===== src/rtl/mbs_bus_arbiter.sv =====
// Round-robin shared-bus arbiter for N_CPU masters with atomic lock support.
// The owner may lock the bus; an optional timeout forces release and blocks
// the owner from re-locking until it drops lock_req.
module mbs_bus_arbiter #(
  parameter  int N_CPU    = 2,
  parameter  int ADDR_W   = 32,
  parameter  int LOCK_MAX = 255,
  localparam int SEL_W    = (N_CPU > 2) ? $clog2(N_CPU) : 1
) (
  input  logic                    clk,
  input  logic                    rst,
  input  logic [N_CPU-1:0]        req,
  input  logic [N_CPU-1:0]        lock_req,
  input  logic [N_CPU*ADDR_W-1:0] lock_addr_in,
  output logic [N_CPU-1:0]        grant,
  output logic [SEL_W-1:0]        cpu_sel,
  output logic [N_CPU-1:0]        cpu_pause,
  output logic                    lock_flag,
  output logic [ADDR_W-1:0]       lock_addr,
  output logic                    lock_timeout
);

  localparam int CNT_W = (LOCK_MAX > 1) ? $clog2(LOCK_MAX + 1) : 1;
  localparam int LIM   = (LOCK_MAX > 0) ? LOCK_MAX - 1 : 0;

  typedef enum logic [1:0] {IDLE, GRANT, LOCKED} state_t;

  state_t             state, state_n;
  logic [N_CPU-1:0]   grant_q, grant_n;
  logic [SEL_W-1:0]   owner, owner_n;
  logic [SEL_W-1:0]   ptr, ptr_n;
  logic [CNT_W-1:0]   cnt, cnt_n;
  logic [ADDR_W-1:0]  laddr, laddr_n;
  logic               tmo_q, tmo_n;
  logic [N_CPU-1:0]   blocked;

  logic [N_CPU-1:0]   owner_oh;
  logic               owner_req;
  logic               owner_lock;
  logic [ADDR_W-1:0]  owner_addr;
  logic               forced;
  logic [N_CPU-1:0]   arb_req;
  logic               arb_valid;
  logic [SEL_W-1:0]   arb_idx;
  logic [N_CPU-1:0]   arb_oh;
  logic [SEL_W-1:0]   arb_ptr;
  int unsigned        idx;
  logic               do_arb;

  assign owner_oh   = N_CPU'(1) << owner;
  assign owner_req  = req[owner];
  assign owner_lock = lock_req[owner];
  assign owner_addr = lock_addr_in[int'(owner)*ADDR_W +: ADDR_W];

  // Forced release fires on the cycle the counter sits at LOCK_MAX-1,
  // so the exit lands exactly LOCK_MAX cycles after lock entry.
  assign forced  = (state == LOCKED) && owner_lock && (LOCK_MAX != 0) &&
                   (cnt == CNT_W'(LIM));
  assign arb_req = forced ? (req & ~owner_oh) : req;

  // Round-robin search starting at the pointer, wrapping modulo N_CPU.
  always_comb begin
    arb_valid = 1'b0;
    arb_idx   = '0;
    idx       = 0;
    for (int unsigned i = 0; i < N_CPU; i++) begin
      idx = (int'(ptr) + i) % N_CPU;
      if (!arb_valid && arb_req[idx]) begin
        arb_valid = 1'b1;
        arb_idx   = SEL_W'(idx);
      end
    end
  end

  assign arb_oh  = N_CPU'(1) << arb_idx;
  assign arb_ptr = SEL_W'((int'(arb_idx) + 1) % N_CPU);

  // Next-state and next-output decode.
  always_comb begin
    state_n = state;
    grant_n = grant_q;
    owner_n = owner;
    ptr_n   = ptr;
    cnt_n   = cnt;
    laddr_n = laddr;
    tmo_n   = 1'b0;
    do_arb  = 1'b0;
    unique case (state)
      IDLE: do_arb = 1'b1;
      GRANT: begin
        if (owner_lock && !blocked[owner]) begin
          state_n = LOCKED;
          laddr_n = owner_addr;
          cnt_n   = '0;
        end else if (!owner_req) begin
          do_arb = 1'b1;
        end
      end
      LOCKED: begin
        cnt_n = cnt + 1'b1;
        if (!owner_lock) begin
          laddr_n = '0;
          if (owner_req) state_n = GRANT;
          else           do_arb  = 1'b1;
        end else if (forced) begin
          tmo_n   = 1'b1;
          laddr_n = '0;
          do_arb  = 1'b1;
        end
      end
      default: begin
        state_n = IDLE;
        grant_n = '0;
      end
    endcase
    // Shared tail: new grant (pointer advances) or fall back to idle.
    if (do_arb) begin
      if (arb_valid) begin
        state_n = GRANT;
        owner_n = arb_idx;
        grant_n = arb_oh;
        ptr_n   = arb_ptr;
      end else begin
        state_n = IDLE;
        grant_n = '0;
      end
    end
  end

  // State and output registers; blocked[i] clears once lock_req[i] drops.
  always_ff @(posedge clk) begin
    if (rst) begin
      state   <= IDLE;
      grant_q <= '0;
      owner   <= '0;
      ptr     <= '0;
      cnt     <= '0;
      laddr   <= '0;
      tmo_q   <= 1'b0;
      blocked <= '0;
    end else begin
      state   <= state_n;
      grant_q <= grant_n;
      owner   <= owner_n;
      ptr     <= ptr_n;
      cnt     <= cnt_n;
      laddr   <= laddr_n;
      tmo_q   <= tmo_n;
      blocked <= (blocked & lock_req) | (forced ? owner_oh : '0);
    end
  end

  assign grant        = grant_q;
  assign cpu_sel      = owner;
  assign cpu_pause    = req & ~grant_q;
  assign lock_flag    = (state == LOCKED);
  assign lock_addr    = laddr;
  assign lock_timeout = tmo_q;

endmodule


===== config.mk =====
export PLATFORM = sky130hd
export DESIGN_NAME = mbs_bus_arbiter
export DESIGN_NICKNAME = d
export VERILOG_FILES = /design/src/rtl/mbs_bus_arbiter.sv
export SDC_FILE = /design/constraint.sdc
export NUM_CORES = 1
export LEC_CHECK = 0
export BUFFER_PORTS_ARGS = -buffer_cell sky130_fd_sc_hd__buf_2
export CORE_UTILIZATION = 44
export DETAILED_ROUTE_END_ITERATION = 16
export PLACE_DENSITY = 0.77
export SLEW_MARGIN = 15
export SYNTH_ARGS = -nofsm -noshare
export SYNTH_HDL_FRONTEND = slang
export SYNTH_SLANG_ARGS = --single-unit

===== constraint.sdc =====
create_clock -name clk -period 1.7 [get_ports clk]
set_input_delay 0.255 -clock clk [delete_from_list [all_inputs] [get_ports clk]]
set_output_delay 0.255 -clock clk [all_outputs]
set_load 0.005 [all_outputs]

-- Word-level counts from Yosys, hierarchy flattened
Index checks and enable logic that the tools add are counted.
- $add $sub $neg: 3
- magnitude comparators: 3
- equality and inequality tests: 10
- shift-type cells: 3
- muxes and demuxes: 36
- bitwise gates (word level): 8
- reduce and logical (&&, ||, !) cells: 14
- operator list (kind ; number):
    2-to-1 mux 32 bit ; 3
    one-hot mux 32 bit (2 select lines) ; 1
    indexed part select 64 x 7 -> 32 bit ; 1
    2-to-1 mux 1 bit ; 19
    2-to-1 mux 2 bit ; 9
    one-hot mux 8 bit (2 select lines) ; 1
    adder 8 x 1 -> 8 bit (second input constant) ; 1
    == test 8 bit (second input constant) ; 1
    2-to-1 mux 8 bit ; 1
    AND 2 bit ; 3
    less-than comparator 1 x 2 -> 1 bit (second input constant) ; 3
    inequality test 3 x 2 -> 1 bit (second input constant) ; 2
    one-hot mux 2 bit (3 select lines) ; 1
    OR reduction 3 bit ; 2
    logical AND 1 bit ; 4
    inequality test 2 bit (second input constant) ; 2
    inverter 2 bit ; 2
    AND reduction 2 bit ; 2
    AND reduction 4 bit ; 1
    left shift 1 x 1 -> 2 bit (first input constant) ; 2
    inequality test 3 x 1 -> 1 bit (second input constant) ; 1
    inequality test 3 bit (second input constant) ; 1
    one-hot mux 1 bit (3 select lines) ; 1
    AND reduction 3 bit ; 1
    9 further kinds ; 12
- register bits: 49
- bits of input ports: 70
- output and inout bits: 39
- logic and storage cells: 85

-- Depth between registers and ports, before layout
Gate-level depths: netlist (run 1).
- depth in word-level cells: 14
- mapped depth: 8
- mapped depth without buffers: 7

-- Worst setup path before layout (run 1)
No wires, ideal clock.
- kind: reg2reg
- start point: register state[0]
- end point: register laddr[3], in the netlist lock_addr[3]
- setup time: 0.129 ns
- arrival time: 1.715 ns
- data required time: 1.571 ns
- slack: -0.144 ns
- cell stages (with the launch flop): 9
- buffers on the path: 2
- period minus slack after synthesis: 1.844 ns
- cell sequence: dfxtp_1 -> inv_1 -> ha_1 -> clkbuf_1 -> o21ai_1 -> o211ai_4 -> buf_4 -> mux2i_1 -> nor2_1
- cells in the longest elaborated chain, start to end: 5
- elaborated cells on any way between the ends: 9
- classes of those cells: eq/ne (4); mux (1); reduce/logical (4)
- ends and longest elaborated chain (element ; RTL line ; text):
    start: declaration ; 28 ; state_t state, state_n;
    start signal: assignment ; 142 ; state <= state_n;
    == test 2 bit (*) ; -- ;
    via lock_flag ; 18 ; output logic lock_flag,
    logical AND 1 bit (2 in a row) ; 57 ; assign forced = (state == LOCKED) && owner_lock && (LOCK_MAX != 0) &&
    inequality test 3 x 2 -> 1 bit (no line) ; -- ;
    AND reduction 3 bit (no line) ; -- ;
    end signal: assignment ; 147 ; laddr <= laddr_n;
    end: declaration ; 33 ; logic [ADDR_W-1:0] laddr, laddr_n;
Mark *: on every way through the listed nets, which the timed path passes. The rest lies on a longest branch.
A chain may end at the register's enable or synchronous reset.

-- Final worst setup path (run 1)
- start point: register owner, in the netlist cpu_sel
- end point: register laddr[23], in the netlist lock_addr[23]
- cells in the longest elaborated chain, start to end: 6
- elaborated cells on any way between the ends: 15
- classes of those cells: eq/ne (2); shift (1); mux (7); reduce/logical (5)
- ends and longest elaborated chain (element ; RTL line ; text):
    start: declaration ; 30 ; logic [SEL_W-1:0] owner, owner_n;
    start signal: assignment ; 144 ; owner <= owner_n;
    branches (longest 6 deep; another with indexed part select 64 x 7 -> 32 bit) ; -- ;
Parallel ways; which one is timed is not known. The select of a mux whose other input is x is not followed.

==> results of run 1 <==
## flip-flops by register name, summed over array words and instances (netlist names)
register      count
cnt               8
ptr               1
cpu_sel           1
blocked           2
lock_timeout      1
grant             2
lock_addr        32
state             2
## cell type report
type | instances | area (um^2) | share of cell area, %
Multi-Input combinational cell | 216 | 1664 | 45.08
Tap cell | 72 | 90.09 | 2.441
Clock buffer | 6 | 82.58 | 2.237
Clock inverter | 2 | 37.54 | 1.017
Sequential cell | 49 | 984.7 | 26.68
Timing Repair Buffer | 136 | 809.5 | 21.93
Inverter | 6 | 22.52 | 0.6102
## worst min-delay path by stage
stage / from / to / slack (ns) / cells after the start
after floorplan: lock_req[0] / blocked[0] / 0.39 / 2
after global placement: ptr / ptr / 0.47 / 2
after detailed placement: ptr / ptr / 0.46 / 2
after CTS: lock_req[1] / blocked[1] / 0.23 / 2
after global routing: lock_req[1] / blocked[1] / 0.23 / 2
final: lock_req[1] / blocked[1] / 0.24 / 2
## metal layers
layer | up-vias | part of all wire [%]
li1 | 1234 | -
met1 | 1170 | 42
met2 | 72 | 52
met3 | 9 | 3.5
met4 | 0 | 1.8
met5 | - | 0
## worst reg2reg max path, cell delays in order (launching register included)
cell and delay [ns]:
sky130_fd_sc_hd__dfxtp_2 0.35, sky130_fd_sc_hd__buf_4 0.16, sky130_fd_sc_hd__nand3b_1 0.24, sky130_fd_sc_hd__nand3_2 0.22, sky130_fd_sc_hd__o211ai_4 0.16, sky130_fd_sc_hd__buf_6 0.15
sky130_fd_sc_hd__buf_12 0.12, sky130_fd_sc_hd__mux2i_2 0.22, sky130_fd_sc_hd__nor2_1 0.07
## through the flow
step	hold slack [ns]	setup TNS [ns]	instances	area, um^2	power (W)
2_1_floorplan	0.3938	0	289	2675	0.001860
3_3_place_gp	0.4686	-0.06429	472	3358	0.002122
3_5_place_dp	0.4592	-1.095	472	3358	0.002143
4_1_cts	0.2283	-0.3113	485	3590	0.003090
5_1_grt	0.2297	-4.405	487	3691	0.003286
6_report	0.2365	-1.539	487	3691	0.003140
## what timing repair did
item / 4_1_cts / 5_1_grt
resized for setup: 8 / 23
pin swaps: 1 / 8
gates cloned: 2 / 0
endpoints found under the setup margin: 37 / 45
buffers inserted: 3 / 3
## synthesized netlist by cell type (3+ instances only)
| cell | n |
|---|---|
| sky130_fd_sc_hd__dfxtp_1 | 49 |
| sky130_fd_sc_hd__buf_2 | 3 |
| sky130_fd_sc_hd__nor2_1 | 79 |
| sky130_fd_sc_hd__mux2i_1 | 68 |
| sky130_fd_sc_hd__inv_1 | 6 |
| sky130_fd_sc_hd__nand2_1 | 6 |
| sky130_fd_sc_hd__xor2_1 | 6 |
| sky130_fd_sc_hd__nor3_1 | 3 |
| sky130_fd_sc_hd__nand4_1 | 4 |
| sky130_fd_sc_hd__nand3_1 | 3 |
| sky130_fd_sc_hd__nor2b_1 | 4 |
| sky130_fd_sc_hd__ha_1 | 8 |
| sky130_fd_sc_hd__and3_1 | 3 |
| sky130_fd_sc_hd__nor3b_1 | 3 |
| sky130_fd_sc_hd__clkbuf_1 | 10 |
| sky130_fd_sc_hd__buf_4 | 4 |
## kinds of logic (layout without fill, tap and decap cells)
family / count (synthesis) / after routing
adder cells (fa/ha/maj): 8 / 8
multiplexers: 68 / 68
flip-flops: 49 / 49
AND/OR/NAND/NOR: 112 / 112
buffers and inverters: 24 / 150
AO/OA/AOI/OAI: 22 / 22
XOR/XNOR: 6 / 6
## report_power, final
group	total [W]	switching (W)	leakage, nW	internal, W
combinational	0.000952	0.000457	1.39	0.000495
clock	0.000887	0.000408	0.0574	0.000479
sequential	0.00130	0.0000534	0.402	0.00125
==> results.md, run 1 <==
| Result | Value | Unit |
|:---|:---|:---|
| Worst-case setup margin in the final layout | -0.1082 | ns |
| Final Hold Viols | 0 | - |
| GRT met2 Usage | 35.21 | % |
| Type of origin of the critical path | flop | - |
| Via count of the first global-routing pass | 2239 | - |
| Register clock-pin slew on the reported worst setup and hold paths | 0.10 | ns |
| Pins over their slew limit | 0 | - |
| Total Routing Usage GR | 20.57 | % |
| Largest family of logic cells by synthesized area | multiplexers | - |
| EDFF count, synth | 0 | - |
| Setup repair after global routing missed its margin | yes | - |
| Buffers from clock root to sink, at most | 2 | - |
| Die Outline Area | 6317 | um^2 |
| Setup violators final | 34 | - |
| Remaining global-route overflow | 0 | - |
| Most common library cell in the layout ignoring fill and taps | sky130_fd_sc_hd__buf_2 | - |
| Maximum frequency from static timing analysis | 0.5530 | GHz |
| Adder-cell share of the synthesized area | 3.790 | % |
| Share of synthesized registers carrying an async set or reset | 0 | % |
| Maximum VDD drop | 0.4601 | mV |
| Average detailed-routed wire length per instance | 14.30 | um |
| Number of cells on the worst reg-to-reg path | 8 | - |
| WP buf/inv | 3 | - |
| Detailed Route Iter0 Violations | 131 | - |
| Routed Antenna Nets | 0 | - |
| Xor/xnor share of the synthesized area | 1.990 | % |
| Top Family by Delay on Critical Path | simple AND/OR/NAND/NOR gates | - |
| Netlist cell types | 41 | - |
| Data required time at the worst endpoint | 1.89 | ns |
| Routed vias | 2485 | - |
| Synthesized Nets | 367 | - |
| Post-route clock period utilization | 106.4 | % |
| Htree depth | 2 | - |
| Worst slew margin relative to its limit | 69.02 | % |
| Average cell area after synthesis | 9.139 | um^2 |
| Buffer cell driving the clock tree root | sky130_fd_sc_hd__clkbuf_8 | - |
| Number of placement rows | 27 | - |
| Dpl ws | -0.06047 | ns |
| Fraction of synthesized area in multiplexers | 25.77 | % |
| Antenna diode count | 0 | - |
| Global placer's final weighted congestion | 0.8623 | - |
| R2R Path Start | cpu_sel | - |
| Max Fanout on Critical Path | 7 | - |
| Critical Path Stages | 8 | - |
| Met1 Use GR | 25.32 | % |
| DRC violations left | 0 | - |
| Nets | 492 | - |
| Series of cell instances along the critical path | buf_4, nand3b_1, nand3_2, o211ai_4, buf_6, buf_12, mux2i_2, nor2_1 | - |
| Top library cells by usage in the layout, fill and taps aside | sky130_fd_sc_hd__buf_2 (108), sky130_fd_sc_hd__nor2_1 (79), sky130_fd_sc_hd__mux2i_1 (66) | - |
| First-pass DRT Iterations | 4 | - |
| Hold buffer count at cts | 0 | - |
| Instance count of the mapped netlist | 289 | - |
| Startpoint-to-endpoint class of the critical path | reg2reg | - |
| Failing checks | setup timing | - |
| Vias per cell | 5.103 | - |
| Initial core utilization | 46.82 | % |
| Capturing point of the worst reg2reg path | lock_addr[23] | - |
| CTS tree | yes | - |
| Estimated wirelength of the detail-placed design | 4664 | um |
| Min cycle time layout | 1.808 | ns |
| Warnings, synthesis | 0 | - |
| Number of I/O pins | 109 | - |
| Post-layout util | 65.42 | % |
| Result of the run | finished with violations | - |
| Number of antenna violations at the first check in global routing | 0 | - |
| Area growth from synthesis to layout | 39.74 | % |
| Worst-skew pair later-pin latency | 0.31 | ns |
| Layout filler cell count | 456 | - |
| GR Layer Usage met3 | 3.200 | % |
| Min-delay worst type | in2reg | - |
| Wire length of the first global-routing pass | 10160 | um |
| Slowest cell on the critical path | sky130_fd_sc_hd__dfxtp_2 | - |
| Register-to-register setup slack | -0.11 | ns |
| Worst setup path start | cpu_sel | - |
| Fraction of post-synthesis cell area in the top cell type by area | 37.14 | % |
| Cell type contributing the most total cell area after synthesis | sky130_fd_sc_hd__dfxtp_1 | - |
| Core footprint | 5642 | um^2 |
| Max Cap Violations | 0 | - |
| Most Crowded Layer GR | met2 | - |
| Largest net degree at the start of global routing | 30 | - |
| Slew of the pin with the lowest slew margin | 0.4647 | ns |
| Clock net sink count | 49 | - |
| Die extent in x | 79.48 | um |
| Sequential cell area fraction in the yosys report | 37.14 | % |
| Chip Height | 79.48 | um |
| Top cells by area in the synthesized netlist | sky130_fd_sc_hd__dfxtp_1 (37%), sky130_fd_sc_hd__mux2i_1 (26%), sky130_fd_sc_hd__nor2_1 (11%) | - |
| Simple logic cell fraction of the synthesized area | 18.90 | % |
| Leak Pwr | 1.848 | nW |
| Syn Std Cell Area | 2641 | um^2 |
| Fraction of final layout cells sized beyond drive strength 1 | 41.45 | % |
| CP Capture Type | flop | - |
| Capture point of the critical path | lock_addr[23] | - |
| Input/output buffers | 108 | - |
| Biggest cell delay along the critical path | 0.35 | ns |
| FF+latch count, synth | 49 | - |
| Post-detailed-routing wire length | 6965 | um |
| Flip-flop cell with the highest count after synthesis | sky130_fd_sc_hd__dfxtp_1 | - |
| Total CTS buffers | 5 | - |
| PwrDens | 850.7 | nW/um^2 |
| Arrival time worst endpoint | 2.00 | ns |
| Compound-cell area share of the yosys netlist | 8.006 | % |
| Worst clock skew | 0.01201 | ns |
No activity file was read; power rests on OpenSTA's default activity.
==> inputs of run 2 (changes only) <==
Settings changed: CELL_PAD_IN_SITES_DETAIL_PLACEMENT from default to 1, CELL_PAD_IN_SITES_GLOBAL_PLACEMENT from default to 1, CORE_UTILIZATION 44 to 31, PLACE_DENSITY 0.77 to default, PLACE_DENSITY_LB_ADDON from default to 0.1.
==> run 2 against run 1 <==
  * The flow still finishes with violations (setup timing)
  * Worst setup slack better by 0.030 ns
  * Total power down 3.3%
  * Die area up 41%
  * Cell area up 2.3%
  * Wire length up 6.2%
  * Register-to-register slack better by 0.03 ns
  * Combinational power up 4.4%
  * Largest cell class unchanged
==> results.md, run 2 (synthesized netlist as in run 1, its figures left out) <==
| Result | Value | Unit | vs previous |
|:---|:---|:---|:---|
| Relative contribution of sequential cells to total power | 42.9 | % | +1.5 points |
| Type of origin of the critical path | flop | - |  |
| Worst-skew pair later-pin latency | 0.31 | ns | about the same |
| Post-route clock period utilization | 104.6 | % | -1.7 points |
| R2R Path Start | cnt[0] | - |  |
| Cell count after placement | 515 | - | +9.1% |
| Hold Crit Start | lock_req[0] | - |  |
| Final Non-Filler Cells | 531 | - | +9.0% |
| Setup repair after global routing missed its margin | yes | - |  |
| Wire length of the first global-routing pass | 12310 | um | +21% |
| Startpoint-to-endpoint class of the critical path | reg2reg | - |  |
| Result of the run | finished with violations | - |  |
| CTS tree | yes | - |  |
| Area growth from synthesis to layout | 43.01 | % |  |
| Total CTS buffers | 5 | - | unchanged |
| Vias per cell | 4.689 | - | -8.1% |
| Clock net sink count | 49 | - | unchanged |
| Routed vias | 2490 | - | +0.20% |
| Hold-critical path depth | 3 | - | +1 |
| DRC violations left | 0 | - | unchanged |
| Max Cap Violations | 0 | - | unchanged |
| Nets | 503 | - | +2.2% |
| Data required time at the worst endpoint | 1.91 | ns | +0.02 ns |
| PwrDens | 804.2 | nW/um^2 | -5.5% |
| Buffer cell driving the clock tree root | sky130_fd_sc_hd__clkbuf_8 | - |  |
| Failing checks | setup timing | - |  |
| WHS Endpoint | blocked[0] | - |  |
| Switching Power | 0.0009231 | W | +0.50% |
| Biggest cell delay along the critical path | 0.34 | ns | about the same |
| Estimated wirelength of the detail-placed design | 5387 | um | +15% |
| Input/output buffers | 108 | - | unchanged |
| Via count of the first global-routing pass | 2545 | - | +14% |
| Number of placement rows | 33 | - | +22% |
| Routed Antenna Nets | 0 | - | unchanged |
| Total internal power | 0.002115 | W | -4.8% |
| Most frequent CP cell | sky130_fd_sc_hd__buf_12 | - |  |
| Register-to-register setup slack | -0.08 | ns | +0.03 ns |
| Capturing point of the worst reg2reg path | lock_addr[3] | - |  |
| Core footprint | 8217 | um^2 | +46% |
| Largest net degree at the start of global routing | 21 | - | -30% |
| Most common library cell in the layout ignoring fill and taps | sky130_fd_sc_hd__buf_2 | - |  |
| Switching part of the total | 30.39 | % | +1.1 points |
| Number of cells on the worst reg-to-reg path | 9 | - | +1 |
| Worst slew margin relative to its limit | 75.48 | % | +6.5 points |
| Post-detailed-routing wire length | 7399 | um | +6.2% |
| Buffers from clock root to sink, at most | 2 | - | unchanged |
| Average detailed-routed wire length per instance | 13.93 | um | -2.6% |
| Final Hold Viols | 0 | - | unchanged |
| Top Family by Delay on Critical Path | simple AND/OR/NAND/NOR gates | - |  |
| Fraction of final layout cells sized beyond drive strength 1 | 41.08 | % | -0.37 points |
| Min cycle time layout | 1.779 | ns | -0.02961 ns |
| CP Capture Type | flop | - |  |
| Slowest cell on the critical path | sky130_fd_sc_hd__dfxtp_2 | - |  |
| Detailed Route Iter0 Violations | 35 | - | -73% |
| Leak Pwr | 1.910 | nW | +3.3% |
| Worst clock skew | 0.005676 | ns | -0.006334 ns |
| Number of antenna violations at the first check in global routing | 0 | - | unchanged |
| Arrival time worst endpoint | 1.98 | ns | -0.02 ns |
| Power share of the combinational group | 32.7 | % | +2.4 points |
| Number of I/O pins | 109 | - | unchanged |
| Slew of the pin with the lowest slew margin | 0.3576 | ns | -0.1071 ns |
| Layout filler cell count | 984 | - | +120% |
| Maximum frequency from static timing analysis | 0.5622 | GHz | +1.7% |
| Initial core utilization | 32.15 | % | -15 points |
| Max Fanout on Critical Path | 13 | - | +6 |
| Hold buffer count at cts | 0 | - | unchanged |
| Area of the multi-input gates | 1613 | um^2 | -3.1% |
| Chip Height | 94.31 | um | +19% |
| Pins over their slew limit | 0 | - | unchanged |
| Worst-case setup margin in the final layout | -0.07863 | ns | +0.02961 ns |
| Min-delay worst type | in2reg | - |  |
| Htree depth | 2 | - | unchanged |
| Global placer's final weighted congestion | 0.7691 | - | -11% |
| Final Total Pwr | 0.003038 | W | -3.3% |
| Top library cells by usage in the layout, fill and taps aside | sky130_fd_sc_hd__buf_2 (108), sky130_fd_sc_hd__nor2_1 (79), sky130_fd_sc_hd__mux2i_1 (67) | - |  |
| Series of cell instances along the critical path | inv_2, ha_4, and3_4, and2_4, o211ai_4, buf_12, buf_12, mux2i_1, nor2_1 | - |  |
| Number of flip-flops under the largest register name | 32 | - | unchanged |
| Post-layout util | 45.97 | % | -19 points |
| Setup violators final | 33 | - | -2.9% |
| WP buf/inv | 3 | - | unchanged |
| Clk pwr share | 24.4 | % | -3.9 points |
| Final-layout worst hold slack | 0.2392 | ns | +0.002647 ns |
| Register clock-pin slew on the reported worst setup and hold paths | 0.09 | ns | about the same |
| Die Outline Area | 8893 | um^2 | +41% |
| Area taken by flip-flops and latches | 987.2 | um^2 | +0.25% |
| Total Routing Usage GR | 17.82 | % | -2.8 points |
| Remaining global-route overflow | 0 | - | unchanged |
| Maximum VDD drop | 0.2929 | mV | -36% |
| Sum Neg Setup Slack | -1.546 | ns | -0.006910 ns |
| Die extent in x | 94.31 | um | +19% |
| First-pass DRT Iterations | 4 | - | unchanged |
| Antenna diode count | 0 | - | unchanged |
[run 2: changes by cell type in the layout (fill, tap and decap cells not counted), sizes merged]
cell / change
bufinv: -1
clkinv: +2
dlymetal6s2s: +1
buf: +10
clkinvlp: -1
[run 2: timing repair]
| action | 4_1_cts | 5_1_grt |
|---|---|---|
| cloned | 2 | 0 |
| pin swaps | 5 | 6 |
| gates resized for setup | 11 | 7 |
| setup buffers | 6 | 1 |
| endpoints found under the setup margin | 40 | 45 |
[run 2: metrics by stage]
| stage | cell area [um^2] | setup slack, ns |
|---|---|---|
| after CTS | 3739 | -0.05418 |
| after global routing | 3777 | -0.1712 |
| after global placement | 3487 | -0.05539 |
| after floorplan | 2675 | 0.01379 |
| final | 3777 | -0.07863 |
| after detailed placement | 3487 | -0.09627 |
[run 2: worst max path at each step]
stage          cells after the start      from       endpoint  slack, ns
4_1_cts                            7  state[1]   lock_addr[3]      -0.05
3_5_place_dp                       6  state[1]  lock_addr[25]       -0.1
5_1_grt                            9    cnt[0]  lock_addr[10]      -0.17
3_3_place_gp                       8    cnt[0]   lock_addr[1]      -0.06
2_1_floorplan                      8    cnt[0]   lock_addr[3]       0.01
6_report                           9    cnt[0]   lock_addr[3]      -0.08
[run 2: cell type report]
class,count,share of cell area [%]
multi-input cells,216,42.70
flip-flops and latches,49,26.13
repair buffers,147,24.54
well taps,105,3.478
clock buffers,6,2.186
inverters,6,0.5962
clock inverters,2,0.3644
[run 2: per-layer routing]
layer / share of wire, % / wire (um) / global-route usage (%)
met1: 46 / 3404 / 22.30
met2: 49 / 3605 / 30.25
met3: 3.9 / 291 / 3.722
met4: 1.3 / 98 / 5.897
met5: 0 / 0 / 0
[run 2: worst reg2reg max path, cell delays in order, from the launching register on]
cell	delay (ns)
sky130_fd_sc_hd__dfxtp_2	0.34
sky130_fd_sc_hd__inv_2	0.05
sky130_fd_sc_hd__ha_4	0.15
sky130_fd_sc_hd__and3_4	0.19
sky130_fd_sc_hd__and2_4	0.17
sky130_fd_sc_hd__o211ai_4	0.23
sky130_fd_sc_hd__buf_12	0.15
sky130_fd_sc_hd__buf_12	0.15
sky130_fd_sc_hd__mux2i_1	0.22
sky130_fd_sc_hd__nor2_1	0.05
[run 2: power by group through the flow]
| stage | logic (W) | registers [W] | clock network [W] |
|---|---|---|---|
| 2_1_floorplan | 0.000528 | 0.00133 | 0 |
| 3_3_place_gp | 0.000857 | 0.00133 | 0 |
| 3_5_place_dp | 0.000871 | 0.00133 | 0 |
| 4_1_cts | 0.000990 | 0.00130 | 0.000783 |
| 5_1_grt | 0.00109 | 0.00132 | 0.000822 |
| 6_report | 0.000994 | 0.00130 | 0.000742 |
